--- config.mk ---
export PLATFORM = sky130hd
export DESIGN_NAME = sha256_msg_sched_ctrl
export DESIGN_NICKNAME = d
export VERILOG_FILES = /design/src/rtl/sha256_msg_sched_ctrl.sv
export SDC_FILE = /design/constraint.sdc
export NUM_CORES = 1
export LEC_CHECK = 0
export CORE_UTILIZATION = 63
export DETAILED_ROUTE_END_ITERATION = 10
export PLACE_DENSITY = 0.78
export RECOVER_POWER = 25
export SYNTH_ARGS = -nofsm -noshare
export SYNTH_HDL_FRONTEND = slang
export SYNTH_SLANG_ARGS = --single-unit
--- constraint.sdc ---
create_clock -name i_clk -period 8.4 [get_ports i_clk]
set_clock_uncertainty 0.05 [all_clocks]
set_input_delay 1.26 -clock i_clk [delete_from_list [all_inputs] [get_ports i_clk]]
set_output_delay 1.26 -clock i_clk [all_outputs]
set_load 0.01 [all_outputs]
--- src/rtl/sha256_msg_sched_ctrl.sv ---
// SHA-256 message schedule sequencer.
// Loads one 512-bit block as 16 serial 32-bit words, then streams W0..W63
// to the round engine over a valid/ready handshake. W16..W63 are produced
// one per advance in a 16-entry circular buffer: the slot holding W[t-16]
// is overwritten with W[t] as W[t] is presented.
module sha256_msg_sched_ctrl #(
   parameter int NUM_ROUNDS = 64
) (
   input  logic        i_clk,
   input  logic        i_rst,
   input  logic        i_clr,
   input  logic        i_w_valid,
   input  logic [31:0] i_w,
   output logic        o_w_ready,
   output logic        o_wt_valid,
   output logic [31:0] o_wt,
   output logic [5:0]  o_t,
   input  logic        i_wt_ready,
   output logic        o_busy,
   output logic        o_done
);

   localparam logic [1:0] IDLE = 2'd0;
   localparam logic [1:0] LOAD = 2'd1;
   localparam logic [1:0] RUN  = 2'd2;
   localparam logic [1:0] DONE = 2'd3;

   localparam logic [5:0] LAST_T = 6'(NUM_ROUNDS - 1);

   logic [1:0]  state;
   logic [3:0]  load_cnt;
   logic [31:0] slot [16];

   logic        w_hs;
   logic        out_hs;
   logic        last_word;
   logic        advance;
   logic [5:0]  next_t;
   logic [3:0]  idx_t;
   logic [3:0]  idx_m2;
   logic [3:0]  idx_m7;
   logic [3:0]  idx_m15;
   logic [31:0] sig0;
   logic [31:0] sig1;
   logic [31:0] gen_w;
   logic [31:0] next_word;
   logic        buf_we;
   logic [3:0]  buf_waddr;
   logic [31:0] buf_wdata;

   function automatic logic [31:0] rotr(input logic [31:0] x, input int n);
      return (x >> n) | (x << (32 - n));
   endfunction

   assign o_w_ready = (state == IDLE) || (state == LOAD);
   assign o_busy    = (state != IDLE);

   // Handshake qualifiers and the next schedule word to present.
   always_comb begin
      w_hs      = i_w_valid & o_w_ready;
      out_hs    = o_wt_valid & i_wt_ready;
      last_word = (o_t == LAST_T);
      advance   = (state == RUN) & out_hs & ~last_word & ~i_clr;
      next_t    = o_t + 6'd1;
      // Slot indices for W[t-16], W[t-15], W[t-7], W[t-2] (mod 16).
      idx_t     = next_t[3:0];
      idx_m15   = next_t[3:0] + 4'd1;
      idx_m7    = next_t[3:0] + 4'd9;
      idx_m2    = next_t[3:0] + 4'd14;
      sig0      = rotr(slot[idx_m15], 7) ^ rotr(slot[idx_m15], 18) ^ (slot[idx_m15] >> 3);
      sig1      = rotr(slot[idx_m2], 17) ^ rotr(slot[idx_m2], 19) ^ (slot[idx_m2] >> 10);
      gen_w     = sig1 + slot[idx_m7] + sig0 + slot[idx_t];
      next_word = (next_t[5:4] == 2'd0) ? slot[idx_t] : gen_w;
   end

   // Buffer write port: message words during load, generated words on advance.
   always_comb begin
      buf_we    = 1'b0;
      buf_waddr = load_cnt;
      buf_wdata = i_w;
      if (!i_clr) begin
         if (w_hs) begin
            buf_we = 1'b1;
         end else if (advance && (next_t[5:4] != 2'd0)) begin
            buf_we    = 1'b1;
            buf_waddr = idx_t;
            buf_wdata = gen_w;
         end
      end
   end

   // Circular schedule buffer; contents are don't-care after reset.
   always_ff @(posedge i_clk) begin
      if (buf_we) begin
         slot[buf_waddr] <= buf_wdata;
      end
   end

   // Control FSM and registered output word.
   always_ff @(posedge i_clk or posedge i_rst) begin
      if (i_rst) begin
         state      <= IDLE;
         load_cnt   <= 4'd0;
         o_wt_valid <= 1'b0;
         o_wt       <= 32'd0;
         o_t        <= 6'd0;
         o_done     <= 1'b0;
      end else if (i_clr) begin
         state      <= IDLE;
         load_cnt   <= 4'd0;
         o_wt_valid <= 1'b0;
         o_done     <= 1'b0;
      end else begin
         o_done <= 1'b0;
         case (state)
            IDLE: begin
               if (w_hs) begin
                  load_cnt <= 4'd1;
                  state    <= LOAD;
               end
            end
            LOAD: begin
               if (w_hs) begin
                  if (load_cnt == 4'd15) begin
                     load_cnt <= 4'd0;
                     state    <= RUN;
                  end else begin
                     load_cnt <= load_cnt + 4'd1;
                  end
               end
            end
            RUN: begin
               if (!o_wt_valid) begin
                  // First cycle of RUN: present W0 straight from the buffer.
                  o_wt       <= slot[0];
                  o_t        <= 6'd0;
                  o_wt_valid <= 1'b1;
               end else if (out_hs) begin
                  if (last_word) begin
                     o_wt_valid <= 1'b0;
                     o_done     <= 1'b1;
                     state      <= DONE;
                  end else begin
                     o_wt <= next_word;
                     o_t  <= next_t;
                  end
               end
            end
            default: begin
               state <= IDLE;
            end
         endcase
      end
   end

endmodule

-- Yosys cells after proc, flatten, opt, wreduce, memory -nomap -nowiden
Memory sizes are Yosys's and may differ from the RTL's.
Index checks and enable logic that the tools add are counted.
- register bits after elaboration: 46
- RAM bits: 512
- output and inout bits: 42
- word-level logic and storage cells: 94
- memories: 1
- $add $sub $neg: 8
- equality and inequality tests: 12
- muxes and demuxes: 41
- bitwise gates (word level): 15
- reduce and logical (&&, ||, !) cells: 11
- memory list (memory ; words ; bits a word ; read ports ; clocked after memory_dff ; write ports ; RTL line ; text):
    slot ; 16 ; 32 ; 5 ; 0 ; 1 ; 32 ; logic [31:0] slot [16];
- operators with widths (kind ; number):
    $mux 32 ; 7
    $add 32x32->32 ; 3
    $xor 32x32->32 ; 2
    $or 13x32->32 ; 1
    $or 14x32->32 ; 1
    $or 15x32->32 ; 1
    $or 25x32->32 ; 1
    $xor 32x22->32 ; 1
    $xor 32x29->32 ; 1
    $mux 4 ; 7
    $mux 6 ; 3
    $mux 1 ; 15
    $ne 3x3->1 const B ; 5
    $mux 2 ; 7
    $add 4x1->4 const B ; 2
    $add 4x4->4 const B ; 2
    $pmux 4 s2 ; 1
    $add 6x1->6 const B ; 1
    $eq 6x6->1 const B ; 1
    $pmux 2 s3 ; 1
    $reduce_and 6->1 ; 1
    $reduce_bool 2->1 ; 3
    $and 1x1->1 ; 5
    $eq 4x4->1 const B ; 1
    other kinds (12) ; 14

-- Longest topological paths before layout
An unclocked memory read counts as a cell.
- depth in word-level cells: 13
- gate-level depth with buffers: 30

-- Worst setup path after synthesis
OpenSTA, ideal clock, no wires.
- path type: register to register
- start point: reg o_t[1]
- end point: mem slot[0][28], data pin
- setup time: 0.330 ns
- data arrival time: 7.278 ns
- data required time: 8.020 ns
- slack: 0.742 ns
- stages on the path, launching flop included: 29
- path buffers: 7
- clock period less this slack: 7.658 ns
- path through: dfrtp_1 > ha_1 > buf_4 > buf_4 > buf_4 > buf_2 > buf_4 > buf_2 > inv_1 > ha_1 > xor2_4 > buf_2 > mux4_2 > xnor2_1 > xnor2_1 > fa_1 > inv_1 > fa_1 > inv_1 > ha_1 > a21o_1 > a211oi_1 > o31a_1 > o211a_1 > o221ai_1 > or4_1 > o21ai_0 > xor2_1 > o21ai_0
- longest elaborated chain between the ends: 12
- elaborated cells between the ends (all ways): 25
- classes of those cells: add/sub (7); eq/ne (1); mux (3); bitwise (11); reduce/logical (2); memory (1)
- ends and longest elaborated chain (element ; RTL line ; text):
    from (decl) ; 17 ; output logic [5:0] o_t,
    from (signal assigned) ; 145 ; o_t <= next_t;
    $add 6x1->6 ; 64 ; next_t = o_t + 6'd1;
    $add 4x4->4 ; 69 ; idx_m2 = next_t[3:0] + 4'd14;
    $mem_v2 16x32 ; - ;
    $or 15x32->32 / $or 13x32->32 (equally long branches) ; 52 ; return (x >> n) | (x << (32 - n));
    $xor 32x32->32 ; 71 ; sig1 = rotr(slot[idx_m2], 17) ^ rotr(slot[idx_m2], 19) ^ (slot[idx_m2] >> 10);
    $xor 32x22->32 ; 71 ;
    $add 32x32->32 (3 in a row) ; 72 ; gen_w = sig1 + slot[idx_m7] + sig0 + slot[idx_t];
    $mux 32 * ; 84 ; end else if (advance && (next_t[5:4] != 2'd0)) begin
    $mux 32 * ; 82 ; if (w_hs) begin
    $mux 32 * ; 81 ; if (!i_clr) begin
    net buf_wdata[28] ; 49 ; logic [31:0] buf_wdata;
    to (decl) ; 32 ;
Mark *: on every way through the listed nets, which the timed path passes. The rest lies on a longest branch.

-- Worst setup path after layout
- start point: in i_clr
- end point: mem slot[14][7] (enable)
- longest elaborated chain between the ends: 8
- elaborated cells between the ends (all ways): 11
- classes of those cells: mux (8); bitwise (2); reduce/logical (1)
- ends and longest elaborated chain (element ; RTL line ; text):
    from (decl) ; 11 ; input logic i_clr,
    $not 1->1 (no line) ; - ;
    $and 1x1->1 ; 63 ; advance = (state == RUN) & out_hs & ~last_word & ~i_clr;
    $logic_and 1x1->1 ; 84 ;
    $mux 1 ; 84 ;
    $mux 1 ; 82 ;
    $mux 1 ; 81 ;
    $mux 1 ; 94 ; if (buf_we) begin
    $mux 1 (implied by the code) ; 95 ; slot[buf_waddr] <= buf_wdata;
Parallel ways exist; a longest one is shown, timed or not.

==> results.toml <==
[placement]
io_buffers = 78
place_congestion = 0.991
dp_slack_ps = 330
hpwl_microns = 69200
place_area_sq_um = 36700

[synthesis]
syn_inst = 2299
syn_area_per_cell_sq_um = 15.1
ys.flop_type = "edfxtp_1"
ys_seq_area_share_pct = 47.6
synthTopCellsByArea = "edfxtp_1 44%, mux4_2 24%, mux2i_1 4.7%, fa_1 3.6%, dfrtp_1 3.3%"
synth_top_area_share_pct = 44.2
ys_ff_latch = 558
syn_nets = 2437
yosysUniqueCellTypes = 65
ys_warn_count = 0
yosysTopAreaCell = "edfxtp_1"
synth-edff-count = 512
synthArstFlopShare_pct = 8.24
ys_top_cells_by_count = "512 x edfxtp_1, 367 x mux4_2, 163 x mux2i_1"
syn_area_sq_um = 34700
synthMostInstantiatedCell = "edfxtp_1"

[routing]
detail-route-antenna-nets = 0
dr.first_iter.drc_count = 3126
finalWirelength_microns = 104000
vias_per_cell = 7.38
drt_pass1_iterations = 8
route.detailed.drc = 0
post_drt_wl_per_cell_microns = 33.1
vias = 23000

[critical_path]
rr_startpoint = "o_t[0]"
worstSetupStartpoint = "i_clr"
cpMostUsedCell = "nand2_1"
crit_required_ps = 8620
endpoint = "slot[14][7]"
cp_num_buf_inv = 3
cpPeakStageDelay_ps = 1340
reg2reg_slack_ps = 530
cp_cell_sequence = "dlygate4sd3_1 > nand2b_1 > a21oi_2 > clkbuf_1 > nand2_1 > or4_1 > a21oi_1 > nand2_1 > nor2_2 > buf_4"
crit_path_start_kind = "primary input"
crit_family = "simple AND/OR/NAND/NOR gates"
cp_max_fo = 28
r2r_end = "slot[12][31]"
arrival_ps = 8330
cpMaxStageDelayCell = "or4_1"
cp_num_cells = 10
endpoint_kind = "flop"
setup.worst_path.class = "in -> reg"
r2r_cells = 21

[sta]
period_minus_slack_ps = 8120
setup_slack_ps = 285
fmax_mhz = 123
hold_viol = 0
fin_crit_sh_pct = 96.6
drv_slew = 225
tightest_slew_ps = 3200
setup_viol = 0
setup_tns_ps = 0
slew_headroom_pct = -114
hold_ws_ps = 428
rsz0062_at_grt = "no"

[global_route]
grt_overflow = 0
antenna_found_initial = 1
grt_util_all_layers_pct = 37.9
grtUsageMet2_pct = 59.8
grt.busiest_layer = "met2"
grt_max_degree = 140
met3_usage_pct = 7.40
use_met1_pct = 52.7
grt_pass1_wl_microns = 153000
grt_pass1_vias = 22900

[floorplanning]
io_pins = 79
rows = 85
chipHeight_microns = 237
start_util_pct = 64.2
die_width_microns = 237
core-area_sq_um = 54100
die-area_sq_um = 56100

[clock_tree]
cts_tree = "done"
numCtsBuffers = 59
clock-sinks = 558
cts_buffer_depth = 3
clk_pin_slew_worst_paths_ps = 60
clockRootBuffer = "clkbuf_16"
cts_hold_buffers = 0
insertion_delay_ps = 630
htree_levels = 2

[worst_hold_path]
holdPathStages = 2
hold_path.class = "reg -> reg"

[layout]
finalInstanceArea_sq_um = 38700
diodes = 0
syn_to_final_growth_pct = 11.4
nets = 2514
final_layout_size_suffix_gt1_share_pct = 27.9

[status]
status = "finished, violations left"
failed_checks = "max-capacitance violations, max-slew violations"

[flow_run]
drv_cap = 8
layout make-up:
class / instances / area, sq um
sequential: 558 / 16500
fill: 3379 / 15400
tap: 696 / 871
clock inverter: 37 / 465
clock buffer: 75 / 1620
timing repair buffer: 175 / 1660
multi-input combinational: 1509 / 17300
inverter: 73 / 274
repair_timing:
action | in CTS | in global routing
setup buffers | 0 | 0
endpoints found under the hold margin | 0 | 0
gates resized for setup | 0 | 1
setup endpoints to repair | 0 | 16
worst reg2reg max path, cell delays in order, from the launching register on:
cell	delay, ps
dfrtp_4	530
ha_4	420
inv_1	250
ha_1	330
xor2_4	350
buf_12	260
buf_4	230
mux4_2	590
xnor2_1	180
xnor2_1	330
fa_1	510
fa_1	460
ha_1	440
nand3_1	140
nor4_1	370
a21boi_0	340
nand2_1	80
o21ai_0	440
nor3_1	190
o311a_1	380
xnor2_1	150
o21ai_2	570
cell usage in the layout, fill, tap and decap left out, types with 5 or more instances in the layout:
| cell type | n |
|---|---|
| edfxtp_1 | 512 |
| mux4_2 | 367 |
| mux2i_1 | 163 |
| nand2_1 | 159 |
| xnor2_1 | 123 |
| o21ai_0 | 120 |
| a21oi_1 | 101 |
| nor2_1 | 98 |
| mux2_2 | 83 |
| buf_4 | 75 |
| inv_1 | 72 |
| fa_1 | 62 |
| clkbuf_16 | 60 |
| dfrtp_1 | 44 |
| dlygate4sd3_1 | 43 |
| ha_1 | 36 |
| clkdlybuf4s50_1 | 35 |
| xor2_1 | 26 |
| nand3_1 | 17 |
| clkinv_2 | 17 |
| clkbuf_1 | 16 |
| buf_12 | 14 |
| nor3_1 | 13 |
| nor2_4 | 13 |
| a21o_1 | 10 |
| bufinv_16 | 10 |
| nand2b_1 | 9 |
| a31oi_1 | 9 |
| nand4_1 | 7 |
| o21a_1 | 7 |
| nor2b_1 | 6 |
| o22ai_1 | 6 |
| a221oi_1 | 6 |
| a211oi_1 | 6 |
| clkbuf_8 | 6 |
| or3_1 | 5 |
sequential cells by signal, summed over array words and instances (netlist names):
register,flops
load_cnt,4
o_t,6
o_wt_valid,1
o_done,1
o_wt,32
state,2
slot,512
through the flow:
stage	util, %	instances
after floorplan	-	2299
after global placement	67.8	3011
after detailed placement	67.8	3011
after CTS	71.6	3123
after global routing	71.5	3123
final	71.5	3123
cells by family (layout without fill, tap and decap cells):
family	count (synthesis)	after routing	synth area share [%]
adders and majority gates	101	101	4.98
and+or+nand+nor	347	347	4.25
xor gates and xnor gates	153	153	4.04
muxes	614	614	31.2
AOI/OAI and AO/OA	294	294	4.81
DFF	558	558	47.6
buffers and inverters	232	360	3.13
per-layer routing:
metal  share of wire (%)  vias up  wire, microns
met3                  12      268          12300
met4                 4.4        2           4530
li1                    -     9256              -
met1                  36    11800          37400
met5               0.013        -             13
met2                  48     1678          49200
worst min-delay path by stage:
stage                  start       end  slack [ps]
floorplan           state[1]  state[1]         430
global placement    o_wt[17]  o_wt[17]         410
detailed placement   o_wt[1]   o_wt[1]         420
CTS                  o_wt[1]   o_wt[1]         430
global route         o_wt[4]   o_wt[4]         460
finish              o_wt[14]  o_wt[14]         430
Power is left out: the tool's default activity adds up to more than one toggle a clock period on the data nets, which glitch-free logic cannot reach.
